`src/rtl/rsa_job_arbiter_if.sv`:
```
// Host request/response ports and engine pins of the RSA job arbiter.
// slave = arbiter side, master = requesters + engine side.
interface rsa_job_arbiter_if #(
    parameter int DATA_W   = 8,
    parameter int RESULT_W = 16
);
    logic                req0_valid, req1_valid;
    logic [DATA_W-1:0]   req0_data, req1_data;
    logic                req0_ready, req1_ready;
    logic                rsp0_valid, rsp1_valid;
    logic [RESULT_W-1:0] rsp0_data, rsp1_data;
    logic                rsp0_err, rsp1_err;
    logic                rsp0_ready, rsp1_ready;
    logic [DATA_W-1:0]   eng_data;
    logic                eng_start;
    logic                eng_done;
    logic [RESULT_W-1:0] eng_result;

    modport slave (
        input  req0_valid, req1_valid, req0_data, req1_data,
        input  rsp0_ready, rsp1_ready, eng_done, eng_result,
        output req0_ready, req1_ready, rsp0_valid, rsp1_valid,
        output rsp0_data, rsp1_data, rsp0_err, rsp1_err,
        output eng_data, eng_start
    );

    modport master (
        output req0_valid, req1_valid, req0_data, req1_data,
        output rsp0_ready, rsp1_ready, eng_done, eng_result,
        input  req0_ready, req1_ready, rsp0_valid, rsp1_valid,
        input  rsp0_data, rsp1_data, rsp0_err, rsp1_err,
        input  eng_data, eng_start
    );
endinterface

```
`src/rtl/rsa_job_arbiter.sv`:
```
// Round-robin two-requester front end for a single RSA modexp engine.
// Define RSA_ARB_TIMEOUT_EN to add a WAIT watchdog that aborts jobs with rsp_err.
module rsa_job_arbiter #(
    parameter int DATA_W         = 8,
    parameter int RESULT_W       = 16,
    parameter int TIMEOUT_CYCLES = 4096
) (
    input  logic               clk,
    input  logic               rst,
    rsa_job_arbiter_if.slave   bus
);
    typedef enum logic [1:0] {IDLE, ISSUE, WAIT, RESP} state_t;

    state_t              state, state_n;
    logic                prio, owner, wait_first;
    logic [DATA_W-1:0]   job_data;
    logic [RESULT_W-1:0] res_q;
    logic                err_q;

    logic sel, sel_valid;
    logic accept, capture, expire, rsp_done, tmo_hit;

    // Prefer the prio side; fall over to the other side only if prio is idle.
    always_comb begin
        if (prio == 1'b0) sel = !bus.req0_valid && bus.req1_valid;
        else              sel = bus.req1_valid || !bus.req0_valid;
        sel_valid = sel ? bus.req1_valid : bus.req0_valid;
    end

`ifdef RSA_ARB_TIMEOUT_EN
    localparam int CNT_W = $clog2(TIMEOUT_CYCLES + 1);
    logic [CNT_W-1:0] cnt;

    always_ff @(posedge clk) begin
        if (rst)                 cnt <= '0;
        else if (state == ISSUE) cnt <= '0;
        else if (state == WAIT)  cnt <= cnt + 1'b1;
    end

    assign tmo_hit = (cnt == CNT_W'(TIMEOUT_CYCLES - 1));
`else
    logic unused_timeout;
    assign unused_timeout = (TIMEOUT_CYCLES == 0);
    assign tmo_hit        = 1'b0;
`endif

    always_comb begin
        state_n        = state;
        accept         = 1'b0;
        capture        = 1'b0;
        expire         = 1'b0;
        rsp_done       = 1'b0;
        bus.req0_ready = 1'b0;
        bus.req1_ready = 1'b0;
        bus.eng_start  = 1'b0;
        case (state)
            IDLE: if (!rst) begin
                bus.req0_ready = !sel;
                bus.req1_ready = sel;
                if (sel_valid) begin
                    accept  = 1'b1;
                    state_n = ISSUE;
                end
            end
            ISSUE: begin
                bus.eng_start = 1'b1;
                state_n       = WAIT;
            end
            // A done in the first WAIT cycle may belong to the previous job.
            WAIT: begin
                if (bus.eng_done && !wait_first) begin
                    capture = 1'b1;
                    state_n = RESP;
                end else if (tmo_hit) begin
                    expire  = 1'b1;
                    state_n = RESP;
                end
            end
            RESP: begin
                if (owner ? bus.rsp1_ready : bus.rsp0_ready) begin
                    rsp_done = 1'b1;
                    state_n  = IDLE;
                end
            end
            default: state_n = IDLE;
        endcase
    end

    always_ff @(posedge clk) begin
        if (rst) begin
            state      <= IDLE;
            prio       <= 1'b0;
            owner      <= 1'b0;
            wait_first <= 1'b0;
            job_data   <= '0;
            res_q      <= '0;
            err_q      <= 1'b0;
        end else begin
            state      <= state_n;
            wait_first <= (state == ISSUE);
            if (accept) begin
                job_data <= sel ? bus.req1_data : bus.req0_data;
                owner    <= sel;
            end
            if (capture) begin
                res_q <= bus.eng_result;
                err_q <= 1'b0;
            end else if (expire) begin
                res_q <= '0;
                err_q <= 1'b1;
            end
            if (rsp_done) prio <= ~owner;
        end
    end

    logic in_resp;
    assign in_resp        = (state == RESP);
    assign bus.rsp0_valid = in_resp && !owner;
    assign bus.rsp1_valid = in_resp && owner;
    assign bus.rsp0_data  = bus.rsp0_valid ? res_q : '0;
    assign bus.rsp1_data  = bus.rsp1_valid ? res_q : '0;
    assign bus.rsp0_err   = bus.rsp0_valid && err_q;
    assign bus.rsp1_err   = bus.rsp1_valid && err_q;
    assign bus.eng_data   = job_data;
endmodule
```
`src/flat_wrapper.sv`:
```
// flat-port wrapper written by rule: the top's interface ports become plain ports
module rsa_job_arbiter_flat 
#(
    parameter int DATA_W         = 8,
    parameter int RESULT_W       = 16,
    parameter int TIMEOUT_CYCLES = 4096
)
  (clk, rst, bus_req0_valid, bus_req1_valid, bus_req0_data, bus_req1_data, bus_rsp0_ready, bus_rsp1_ready, bus_eng_done, bus_eng_result, bus_req0_ready, bus_req1_ready, bus_rsp0_valid, bus_rsp1_valid, bus_rsp0_data, bus_rsp1_data, bus_rsp0_err, bus_rsp1_err, bus_eng_data, bus_eng_start);
  rsa_job_arbiter_if #(.DATA_W(DATA_W), .RESULT_W(RESULT_W)) bus_i ();
  input  logic clk;
  input  logic rst;
  input wire logic [$bits(bus_i.req0_valid)-1:0] bus_req0_valid;
  input wire logic [$bits(bus_i.req1_valid)-1:0] bus_req1_valid;
  input wire logic [$bits(bus_i.req0_data)-1:0] bus_req0_data;
  input wire logic [$bits(bus_i.req1_data)-1:0] bus_req1_data;
  input wire logic [$bits(bus_i.rsp0_ready)-1:0] bus_rsp0_ready;
  input wire logic [$bits(bus_i.rsp1_ready)-1:0] bus_rsp1_ready;
  input wire logic [$bits(bus_i.eng_done)-1:0] bus_eng_done;
  input wire logic [$bits(bus_i.eng_result)-1:0] bus_eng_result;
  output wire logic [$bits(bus_i.req0_ready)-1:0] bus_req0_ready;
  output wire logic [$bits(bus_i.req1_ready)-1:0] bus_req1_ready;
  output wire logic [$bits(bus_i.rsp0_valid)-1:0] bus_rsp0_valid;
  output wire logic [$bits(bus_i.rsp1_valid)-1:0] bus_rsp1_valid;
  output wire logic [$bits(bus_i.rsp0_data)-1:0] bus_rsp0_data;
  output wire logic [$bits(bus_i.rsp1_data)-1:0] bus_rsp1_data;
  output wire logic [$bits(bus_i.rsp0_err)-1:0] bus_rsp0_err;
  output wire logic [$bits(bus_i.rsp1_err)-1:0] bus_rsp1_err;
  output wire logic [$bits(bus_i.eng_data)-1:0] bus_eng_data;
  output wire logic [$bits(bus_i.eng_start)-1:0] bus_eng_start;
  assign bus_i.req0_valid = bus_req0_valid;
  assign bus_i.req1_valid = bus_req1_valid;
  assign bus_i.req0_data = bus_req0_data;
  assign bus_i.req1_data = bus_req1_data;
  assign bus_i.rsp0_ready = bus_rsp0_ready;
  assign bus_i.rsp1_ready = bus_rsp1_ready;
  assign bus_i.eng_done = bus_eng_done;
  assign bus_i.eng_result = bus_eng_result;
  assign bus_req0_ready = bus_i.req0_ready;
  assign bus_req1_ready = bus_i.req1_ready;
  assign bus_rsp0_valid = bus_i.rsp0_valid;
  assign bus_rsp1_valid = bus_i.rsp1_valid;
  assign bus_rsp0_data = bus_i.rsp0_data;
  assign bus_rsp1_data = bus_i.rsp1_data;
  assign bus_rsp0_err = bus_i.rsp0_err;
  assign bus_rsp1_err = bus_i.rsp1_err;
  assign bus_eng_data = bus_i.eng_data;
  assign bus_eng_start = bus_i.eng_start;
  rsa_job_arbiter #(.DATA_W(DATA_W), .RESULT_W(RESULT_W), .TIMEOUT_CYCLES(TIMEOUT_CYCLES)) u_core (.clk(clk), .rst(rst), .bus(bus_i));
endmodule
```
`config.mk`:
```
export PLATFORM = sky130hd
export DESIGN_NAME = rsa_job_arbiter_flat
export DESIGN_NICKNAME = d
export VERILOG_FILES = /design/src/rtl/rsa_job_arbiter_if.sv /design/src/rtl/rsa_job_arbiter.sv /design/src/flat_wrapper.sv
export SDC_FILE = /design/constraint.sdc
export NUM_CORES = 1
export LEC_CHECK = 0
export ABC_CLOCK_PERIOD_IN_PS = 1470
export CORE_MARGIN = 5
export CORE_UTILIZATION = 35
export DETAILED_ROUTE_END_ITERATION = 10
export GPL_TIMING_DRIVEN = 0
export PLACE_DENSITY = 0.8
export RECOVER_POWER = 25
export SLEW_MARGIN = 20
export SYNTH_ARGS = -nofsm -noshare
export SYNTH_HDL_FRONTEND = slang
export SYNTH_SLANG_ARGS = --single-unit
```
`constraint.sdc`:
```
create_clock -name clk -period 1.47 [get_ports clk]
set_clock_uncertainty 0.1 [all_clocks]
set_input_delay 0.147 -clock clk [delete_from_list [all_inputs] [get_ports clk]]
set_output_delay 0.147 -clock clk [all_outputs]
set_load 0.01 [all_outputs]
```
==> results of run 1 <==
==> what timing repair did <==
item / CTS / global route
setup buffers: 13 / 6
gates cloned: 1 / 2
pin swaps: 30 / 7
hold buffers: 0 / 0
setup endpoints to repair: 59 / 58
resized for setup: 215 / 53
==> logic make-up (layout without fill, tap and decap cells) <==
group / Yosys count / count (layout) / share of synthesized area
mux: 2 / 2 / 0.0125
compound gates: 38 / 38 / 0.201
simple gates: 99 / 99 / 0.310
buf+inv: 23 / 127 / 0.0720
fa+ha+maj: 5 / 5 / 0.0384
flops: 29 / 29 / 0.363
other cells: 1 / 2 / 0.00235
==> cells in the mapped netlist (3+ instances only) <==
cell type                   number
sky130_fd_sc_hd__and3_1         16
sky130_fd_sc_hd__buf_2           5
sky130_fd_sc_hd__o221ai_2        8
sky130_fd_sc_hd__and2_1         19
sky130_fd_sc_hd__clkbuf_1       10
sky130_fd_sc_hd__o2111ai_1       8
sky130_fd_sc_hd__nor2b_1         4
sky130_fd_sc_hd__ha_1            4
sky130_fd_sc_hd__a21oi_1        17
sky130_fd_sc_hd__nand2_1        44
sky130_fd_sc_hd__nor2_1          3
sky130_fd_sc_hd__inv_1           3
sky130_fd_sc_hd__dfxtp_1        29
sky130_fd_sc_hd__nand3_1         8
==> flip-flops by register name (all words and copies together) (netlist names) <==
signal	count
u_core.state	2
u_core.prio	1
u_core.wait_first	1
u_core.bus.eng_data	8
u_core.res_q	16
u_core.owner	1
==> critical path, stage by stage (launching register included) <==
cell                      delay (ps)
sky130_fd_sc_hd__dfxtp_4         390
sky130_fd_sc_hd__ha_4            160
sky130_fd_sc_hd__nor2b_4         220
sky130_fd_sc_hd__buf_6           160
sky130_fd_sc_hd__and2_4          140
sky130_fd_sc_hd__buf_6            90
==> layout by cell type (no fill, tap or decap), types with 4 or more instances in the layout <==
master	instances
sky130_fd_sc_hd__o221ai_2	8
sky130_fd_sc_hd__buf_8	4
sky130_fd_sc_hd__o2111ai_2	5
sky130_fd_sc_hd__and3_1	10
sky130_fd_sc_hd__buf_2	14
sky130_fd_sc_hd__buf_4	10
sky130_fd_sc_hd__clkdlybuf4s50_1	45
sky130_fd_sc_hd__a21oi_1	15
sky130_fd_sc_hd__nand2_1	44
sky130_fd_sc_hd__buf_6	36
sky130_fd_sc_hd__and3_4	6
sky130_fd_sc_hd__dfxtp_1	26
sky130_fd_sc_hd__and2_4	17
sky130_fd_sc_hd__clkbuf_8	6
sky130_fd_sc_hd__nand3_2	5
==> through the flow <==
stage	setup TNS (ps)	total power, uW	utilization
2_1_floorplan	0	1750	-
3_3_place_gp	-24090	2200	0.573
3_5_place_dp	-25180	2230	0.573
6_report	-6300	3330	0.676
4_1_cts	-7780	3200	0.626
5_1_grt	-9090	3530	0.676
==> metal layers <==
layer / vias to the layer above / wire, um / GRT usage
met5: - / 0 / 0
met4: 0 / 72 / 0.0550
met3: 7 / 455 / 0.0741
met2: 73 / 2880 / 0.323
met1: 849 / 2370 / 0.211
li1: 892 / - / -
==> cell type report <==
type | count | area (um2)
clock buffer | 5 | 68.8
timing repair buffer | 102 | 976
tap | 52 | 65.1
multi-input combinational | 146 | 1100
sequential | 29 | 592
clock inverter | 1 | 5.00
buffer | 15 | 138
inverter | 4 | 20.0
fill | 391 | 1420
==> how the worst min path moves through the flow <==
stage                             endpoint  slack (ps)  depth (start not counted)
after floorplan            u_core.res_q[0]         180                          2
after global placement     u_core.res_q[1]         350                          2
after detailed placement   u_core.res_q[6]         350                          2
after CTS                     u_core.owner         290                          4
after global routing      u_core.res_q[10]         300                          3
final                     u_core.res_q[11]         310                          3
==> power by group through the flow <==
stage	Combinational, uW	Sequential, uW	Clock (uW)
final	1640	1090	602
after global routing	1760	1110	654
after CTS	1490	1080	627
after detailed placement	1170	1060	0
after global placement	1150	1050	0
after floorplan	674	1080	0
==> metrics.txt, run 1 <==
status=complete, but fails checks; violated checks=setup timing; actual slew at the worst max-slew pin=629 ps; average routed wire per standard cell=16.3 um; worst IR drop on VDD=0.485 mV; number of setup violations in the final report=38; Die Y-Extent=77.6 um; count of unique library cells instantiated by Yosys=29; All-Layer GR Usage=0.187; setup slack of the most critical reg-to-reg path=-80 ps; type of the setup path with the least slack=reg -> out; Placed Area=0.00251 mm2; net count of the finished layout=346; Diodes inserted=0; horizontal die dimension=77.6 um; total wire length=5780 um; critical path launch point=u_core.state[0]; DP Worst Slack=-729 ps; net switching power of the design=1170 uW; type of the most critical hold path=in -> reg; largest fanout on the critical path=7; post-synthesis instance area=0.00160 mm2; starting utilization of the core area=0.364; H-Tree Depth=2; min-delay src=bus_eng_result[11]; Post-synth top flop=sky130_fd_sc_hd__dfxtp_1; cells on worst reg2reg path=6; cell types occupying the most area after synthesis=sky130_fd_sc_hd__dfxtp_1 (36%), sky130_fd_sc_hd__nand2_1 (10%), sky130_fd_sc_hd__o221ai_2 (7.5%); Root Driver=sky130_fd_sc_hd__clkbuf_8; endpoint of the most critical setup path=bus_rsp0_data[14]; synthesized area divided by synthesized cell count=8.11 um2; number of CTS-inserted buffers=5; Core Region=0.00438 mm2; Crit Reg-Reg Endpoint=u_core.state[1]; part of the power in the clock network=0.181; share of the yosys chip area belonging to registers=0.363; drt drc=0; largest net degree at the start of global routing=11; clock insertion delay at the later pin of the skew report=280 ps; Post-synth ARST share=0; cell total after placement=333; number of antenna violations at the first check in global routing=0; switching share of power=0.350; max capacitance violation total=0; synthesis-stage register bit count=29; Starting DRT DRC Count=69; endpoints failing hold=0; areal power density over the cells=1120 mW/mm2; Synthesis Warnings=0; Worst Setup End Kind=output port; internal portion of total power=2170 uW; buffer depth of the longest clock path=2; final period demand of the worst path=1680 ps; count of buffers inserted at the top-level ports=83; arrival time at the worst endpoint=1440 ps; first drt pass iteration count=4; clock tree from TritonCTS=built; Tcrit/Tclk final=1.15; area added between synthesis and finish=85.5%; wire length of the first global-routing pass=9070 um; DP HPWL=3610 um; placer congestion estimate=0.787; synthesized instance count=197; Crit path required time=1220 ps; count of flip-flops with a built-in enable after synthesis=0; post-route ant nets=0; most area-hungry cell type in the Yosys netlist=sky130_fd_sc_hd__dfxtp_1; post-synth top area share=0.363; power share of the sequential group=0.327; total via count after detailed routing=1821; Die Footprint=0.00602 mm2; gr ovfl total=0; share of cells above drive strength 1=0.437; number of primary I/O pins=86; Combinational Power Share=0.492; post-route non-filler standard cell count=354; RSZ-0062 raised after global routing=true; via/cell ratio=5.14; Placement Rows=24; static leakage=0.00125 uW; setup slack of the critical path after layout=-215 ps; Final Instance Area=0.00296 mm2; worst max-slew margin expressed relative to the limit=0.580; number of global-route vias before repair=1816; launch instance of the worst register-to-register path=u_core.state[0]; Worst Setup Start Kind=flip-flop; final-layout worst hold slack=309 ps; pins over their slew limit=0; Clock Sink Count=29; FMAX=594 MHz; Clock transition at path regs=70 ps
Power figures use the tool's default switching activity.
==> run 2, diff against run 1 <==
CTS_CLUSTER_SIZE = 24   (was not set)
SKIP_LAST_GASP = 1   (was not set)
==> run 2 against run 1 <==
Against the previous run:
- the flow still finishes with violations (setup timing)
- cell count fell by 0.28%
- sequential share of layout area rose by 0.34 points
- design area fell by 1.7%
- flip-flop and latch count did not move
- critical path depth did not move
- non-clock buffer count fell by 1
- worst hold slack barely moved
- clock-buffer cell count did not move
- global-route usage barely moved
- power fell by 1.6%
- largest power group unchanged
- highest routed layer unchanged
==> metrics.txt, run 2 (synthesis gave the netlist of run 1 again) <==
type of the setup path with the least slack=reg -> out; Diodes inserted=0 (unchanged); critical path launch point=u_core.state[0]; Clock transition at path regs=60 ps (about the same); drt drc=0 (unchanged); Biggest register=u_core.res_q; H-Tree Depth=2 (unchanged); Die Y-Extent=77.6 um (unchanged); internal portion of total power=2140 uW (-1.4%); part of the power in the clock network=0.184 (+0.003); Crit Reg-Reg Endpoint=u_core.state[1]; number of setup violations in the final report=41 (+7.9%); violated checks=setup timing; Starting DRT DRC Count=71 (+2.9%); Max stage delay on crit path=390 ps (about the same); launch instance of the worst register-to-register path=u_core.state[0]; max capacitance violation total=0 (unchanged); net count of the finished layout=345 (-0.29%); post-layout utilization of the core=0.665 (-0.0114); Top Family by Delay on Critical Path=flip-flops; worst IR drop on VDD=0.552 mV (+14%); number of primary I/O pins=86 (unchanged); gr ovfl total=0 (unchanged); worst max-slew margin expressed relative to the limit=0.588 (+0.00719); number of buffer and inverter instances along the worst setup path=2 (unchanged); post-route ant nets=0 (unchanged); clock insertion delay at the later pin of the skew report=280 ps (about the same); max reg flops=16 (unchanged); number of logic stages on the critical path including buffering=5 (unchanged); critical path's slowest cell=sky130_fd_sc_hd__dfxtp_4; number of CTS-inserted buffers=5 (unchanged); cells on worst reg2reg path=6 (unchanged); Placement Rows=24 (unchanged); Die Footprint=0.00602 mm2 (unchanged); All-Layer GR Usage=0.186 (-0.000240); Combinational Power Share=0.485 (-0.007); largest net degree at the start of global routing=11 (unchanged); share of cells above drive strength 1=0.425 (-0.0118); number of global-route vias before repair=1822 (+0.33%); clock tree from TritonCTS=built; Crit path required time=1220 ps (about the same); static leakage=0.00124 uW (-0.55%); starting utilization of the core area=0.364 (unchanged); RSZ-0062 raised after global routing=true; number of antenna violations at the first check in global routing=0 (unchanged); count of buffers inserted at the top-level ports=83 (unchanged); DP HPWL=3610 um (unchanged); via/cell ratio=5.09 (-0.98%); net switching power of the design=1140 uW (-2.0%); cell mode on critical path=sky130_fd_sc_hd__buf_6; Placed Area=0.00251 mm2 (unchanged); areal power density over the cells=1130 mW/mm2 (+0.11%); horizontal die dimension=77.6 um (unchanged); first drt pass iteration count=6 (+2); setup slack of the most critical reg-to-reg path=-80 ps (about the same); actual slew at the worst max-slew pin=619 ps (-10.8 ps); Root Driver=sky130_fd_sc_hd__clkbuf_8; final period demand of the worst path=1690 ps (+1.53 ps); pins over their slew limit=0 (unchanged); average routed wire per standard cell=16.0 um (-2.2%); Worst Setup End Kind=output port; cell-by-cell trace of the critical path=ha_4, nor2b_4, buf_6, and2_4, buf_6; Final Instance Area=0.00291 mm2 (-1.7%); Clock Sink Count=29 (unchanged); Fill cells=390 (-0.26%); arrival time at the worst endpoint=1440 ps (about the same); type of the most critical hold path=in -> reg; endpoints failing hold=0 (unchanged); placer congestion estimate=0.787 (unchanged); commonest cells after routing, fill and taps aside=sky130_fd_sc_hd__nand2_1 (44), sky130_fd_sc_hd__clkdlybuf4s50_1 (44), sky130_fd_sc_hd__buf_6 (30); switching share of power=0.348 (-0.00146); Tcrit/Tclk final=1.15 (about the same); power share of the sequential group=0.331 (+0.004); DP Worst Slack=-729 ps (unchanged); total wire length=5640 um (-2.4%); area added between synthesis and finish=82.4%; Core Region=0.00438 mm2 (unchanged); Post-Route Setup TNS=-6470 ps (-177 ps); largest fanout on the critical path=7 (unchanged); status=complete, but fails checks; endpoint of the most critical setup path=bus_rsp0_data[14]; Worst Setup Start Kind=flip-flop; setup slack of the critical path after layout=-216 ps (-1.53 ps); buffer depth of the longest clock path=2 (unchanged); total via count after detailed routing=1798 (-1.3%); min-delay src=bus_req0_valid; wire length of the first global-routing pass=9050 um (-0.15%); FMAX=593 MHz (about the same)
==> run 2: cell count changes in the layout (fill, tap and decap cells not counted), sizes merged <==
cell / delta
buf: -2
clkbuf: +1
clkdlybuf4s50: -1
dlygate4sd3: +1
==> run 2: how the worst min path moves through the flow <==
stage	endpoint	cells past startpoint
floorplan	u_core.res_q[0]	2
global placement	u_core.res_q[1]	2
detailed placement	u_core.res_q[6]	2
CTS	u_core.owner	4
global route	u_core.res_q[10]	3
finish	u_core.owner	4
==> run 2: layer usage <==
| metal | global-route usage | up-vias | wire length, um |
|---|---|---|---|
| met2 | 0.324 | 63 | 2830 |
| li1 | - | 887 | - |
| met4 | 0.0550 | 0 | 62 |
| met5 | 0 | - | 0 |
| met3 | 0.0729 | 7 | 439 |
| met1 | 0.210 | 841 | 2310 |
==> run 2: stage by stage <==
stage	power, uW	instances	hold WS (ps)
floorplan	1750	198	183
global placement	2200	333	348
detailed placement	2230	333	355
CTS	3200	351	293
global route	3480	353	301
finish	3280	353	309
==> run 2: final cells by class <==
cell class / instances / area [um2] / area share
tap: 52 / 65.1 / 0.0223
timing repair buffer: 100 / 931 / 0.319
clock inverter: 1 / 5.00 / 0.00172
multi-input combinational: 146 / 1080 / 0.371
sequential: 29 / 592 / 0.203
buffer: 16 / 151 / 0.0520
inverter: 4 / 20.0 / 0.00687
clock buffer: 5 / 68.8 / 0.0236
==> run 2: what timing repair did <==
item,CTS,global route
endpoints found under the setup margin,59,59
setup buffers,13,6
resized for setup,206,49
pin swaps,27,6
cloned,1,0
hold buffers,0,0
==> run 2: power by group through the flow <==
| stage | clock (uW) | combinational, uW | sequential [uW] |
|---|---|---|---|
| after floorplan | 0 | 674 | 1080 |
| after global placement | 0 | 1150 | 1050 |
| after detailed placement | 0 | 1170 | 1060 |
| after CTS | 627 | 1490 | 1080 |
| after global routing | 654 | 1720 | 1110 |
| final | 602 | 1590 | 1090 |
==> run 2: worst register-to-register path: cells and delay by family (launching register included) <==
| kind | cells | cell delay (ps) |
|---|---|---|
| flip-flops | 1 | 390 |
| buffers and inverters | 3 | 350 |
| AO/OA/AOI/OAI | 1 | 330 |
| adder cells (fa/ha/maj) | 1 | 160 |
| multiplexers | 1 | 160 |
==> run 3, diff against run 2 <==
PLACE_DENSITY = 0.81   (was 0.8)
==> run 3 against run 2 <==
Against the previous run:
- the flow still finishes with violations (setup timing)
- cell count rose by 5.4%
- via count is 4.1% higher
- clock power is 5.6% higher
- utilization increased by 6.7 points
- sequential power is essentially flat
- routed wire length increased by 5.2%
- worst hold slack worse by 2.9 ps
- non-clock buffer count rose by 17
- critical path type unchanged
==> metrics.txt, run 3 (synthesis gave the netlist of run 1 again) <==
status=complete, but fails checks; violated checks=setup timing; Starting DRT DRC Count=72 (+1.4%); number of setup violations in the final report=46 (+12%); DP Worst Slack=-717 ps (+12.8 ps); worst max-slew margin expressed relative to the limit=0.642 (+0.0548); Worst Setup Start Kind=flip-flop; max capacitance violation total=0 (unchanged); number of primary I/O pins=86 (unchanged); Die Y-Extent=77.6 um (unchanged); Core Region=0.00438 mm2 (unchanged); number of antenna violations at the first check in global routing=0 (unchanged); number of buffer and inverter instances along the worst setup path=2 (unchanged); average routed wire per standard cell=15.9 um (-0.14%); number of CTS-inserted buffers=5 (unchanged); drt drc=0 (unchanged); most common cell after layout, fill and taps aside=sky130_fd_sc_hd__clkdlybuf4s50_1; Diodes inserted=0 (unchanged); max reg flops=16 (unchanged); count of buffers inserted at the top-level ports=83 (unchanged); Root Driver=sky130_fd_sc_hd__clkbuf_8; Worst Setup End Kind=output port; FMAX=586 MHz (-1.2%); number of global-route vias before repair=1842 (+1.1%); final-layout worst hold slack=306 ps (-2.87 ps); first drt pass iteration count=4 (-2); buffer depth of the longest clock path=2 (unchanged); H-Tree Depth=2 (unchanged); setup slack of the critical path after layout=-237 ps (-20.1 ps); Clock transition at path regs=70 ps (about the same); horizontal die dimension=77.6 um (unchanged); largest net degree at the start of global routing=11 (unchanged); pins over their slew limit=0 (unchanged); arrival time at the worst endpoint=1460 ps (+20 ps); power consumption=3600 uW (+9.8%); Placement Rows=24 (unchanged); cell mode on critical path=sky130_fd_sc_hd__buf_6; Crit path required time=1220 ps (about the same); hold buffer count at cts=0 (unchanged); starting utilization of the core area=0.364 (unchanged); net count of the finished layout=362 (+4.9%); type of the most critical hold path=in -> reg; Die Footprint=0.00602 mm2 (unchanged); clock insertion delay at the later pin of the skew report=280 ps (about the same); gr ovfl total=0 (unchanged); RSZ-0062 raised after global routing=true; Top Family by Delay on Critical Path=flip-flops; area added between synthesis and finish=101%; Biggest register=u_core.res_q; static leakage=0.00134 uW (+8.2%); type of the setup path with the least slack=reg -> out; wire length of the first global-routing pass=9180 um (+1.4%); areal power density over the cells=1120 mW/mm2 (-0.29%); critical path's slowest cell=sky130_fd_sc_hd__dfxtp_4; Max stage delay on crit path=380 ps (about the same); cell-by-cell trace of the critical path=ha_4, nor2b_4, buf_6, and2_4, buf_6; actual slew at the worst max-slew pin=536 ps (-82.3 ps); placer congestion estimate=0.774 (-1.8%); worst IR drop on VDD=0.502 mV (-9.0%); endpoints failing hold=0 (unchanged); total via count after detailed routing=1872 (+4.1%); clock tree from TritonCTS=built; share of cells above drive strength 1=0.509 (+0.0841); post-layout utilization of the core=0.732 (+0.0671); DP HPWL=3610 um (-0.14%); total wire length=5930 um (+5.2%); Tcrit/Tclk final=1.16 (+0.0137); post-route ant nets=0 (unchanged); All-Layer GR Usage=0.188 (+0.00177); final period demand of the worst path=1710 ps (+20.1 ps); Clock Sink Count=29 (unchanged); via/cell ratio=5.03 (-1.2%); commonest cells after routing, fill and taps aside=sky130_fd_sc_hd__clkdlybuf4s50_1 (45), sky130_fd_sc_hd__buf_6 (42), sky130_fd_sc_hd__nand2_1 (30); largest fanout on the critical path=7 (unchanged)
[run 3: per-stage QoR]
| stage | std cells | setup TNS (ps) | instance area [um2] |
|---|---|---|---|
| 2_1_floorplan | 198 | 0 | 1620 |
| 3_3_place_gp | 333 | -23920 | 2510 |
| 3_5_place_dp | 333 | -24920 | 2510 |
| 4_1_cts | 366 | -7580 | 2990 |
| 5_1_grt | 372 | -9480 | 3210 |
| 6_report | 372 | -6330 | 3210 |
[run 3: area by class of cell]
cell class	instances	area, um2
buffer	17	175
clock buffer	8	80.1
fill	336	1180
inverter	4	20.0
multi-input combinational	146	1140
sequential	29	592
tap	52	65.1
timing repair buffer	116	1130
[run 3: layer usage]
layer  up-vias  global-route usage  wire [um]
met2        71               0.324       2940
met4         0              0.0498         59
met3         7              0.0706        476
met1       870               0.219       2460
li1        924                   -          -
met5         -                   0          0
[run 3: final timing paths]
kind              slack (ps)               end  cells past startpoint              from
setup / recovery        -240  bus_rsp0_data[0]                      5   u_core.state[0]
hold / removal           310      u_core.owner                      4    bus_req0_valid
setup reg to reg         -60   u_core.state[1]                      6   u_core.state[0]
hold reg to reg          360  u_core.res_q[11]                      2  u_core.res_q[11]
[run 3: worst min-delay path, cell delays in order]
cell and delay, ps:
sky130_fd_sc_hd__dlygate4sd2_1 290, sky130_fd_sc_hd__nand2_1 90, sky130_fd_sc_hd__a32oi_1 50, sky130_fd_sc_hd__nor2_1 80
[run 3: power breakdown]
part | switching [uW] | internal (uW) | total (uW)
Clock | 300 | 336 | 636
Sequential | 125 | 958 | 1080
Combinational | 803 | 1080 | 1880
[run 3: timing repair]
action                                  CTS  global route
pin swaps                                29            21
endpoints found under the setup margin   59            64
resized for setup                       233            55
buffers inserted                         23             7
gates cloned                              2             1
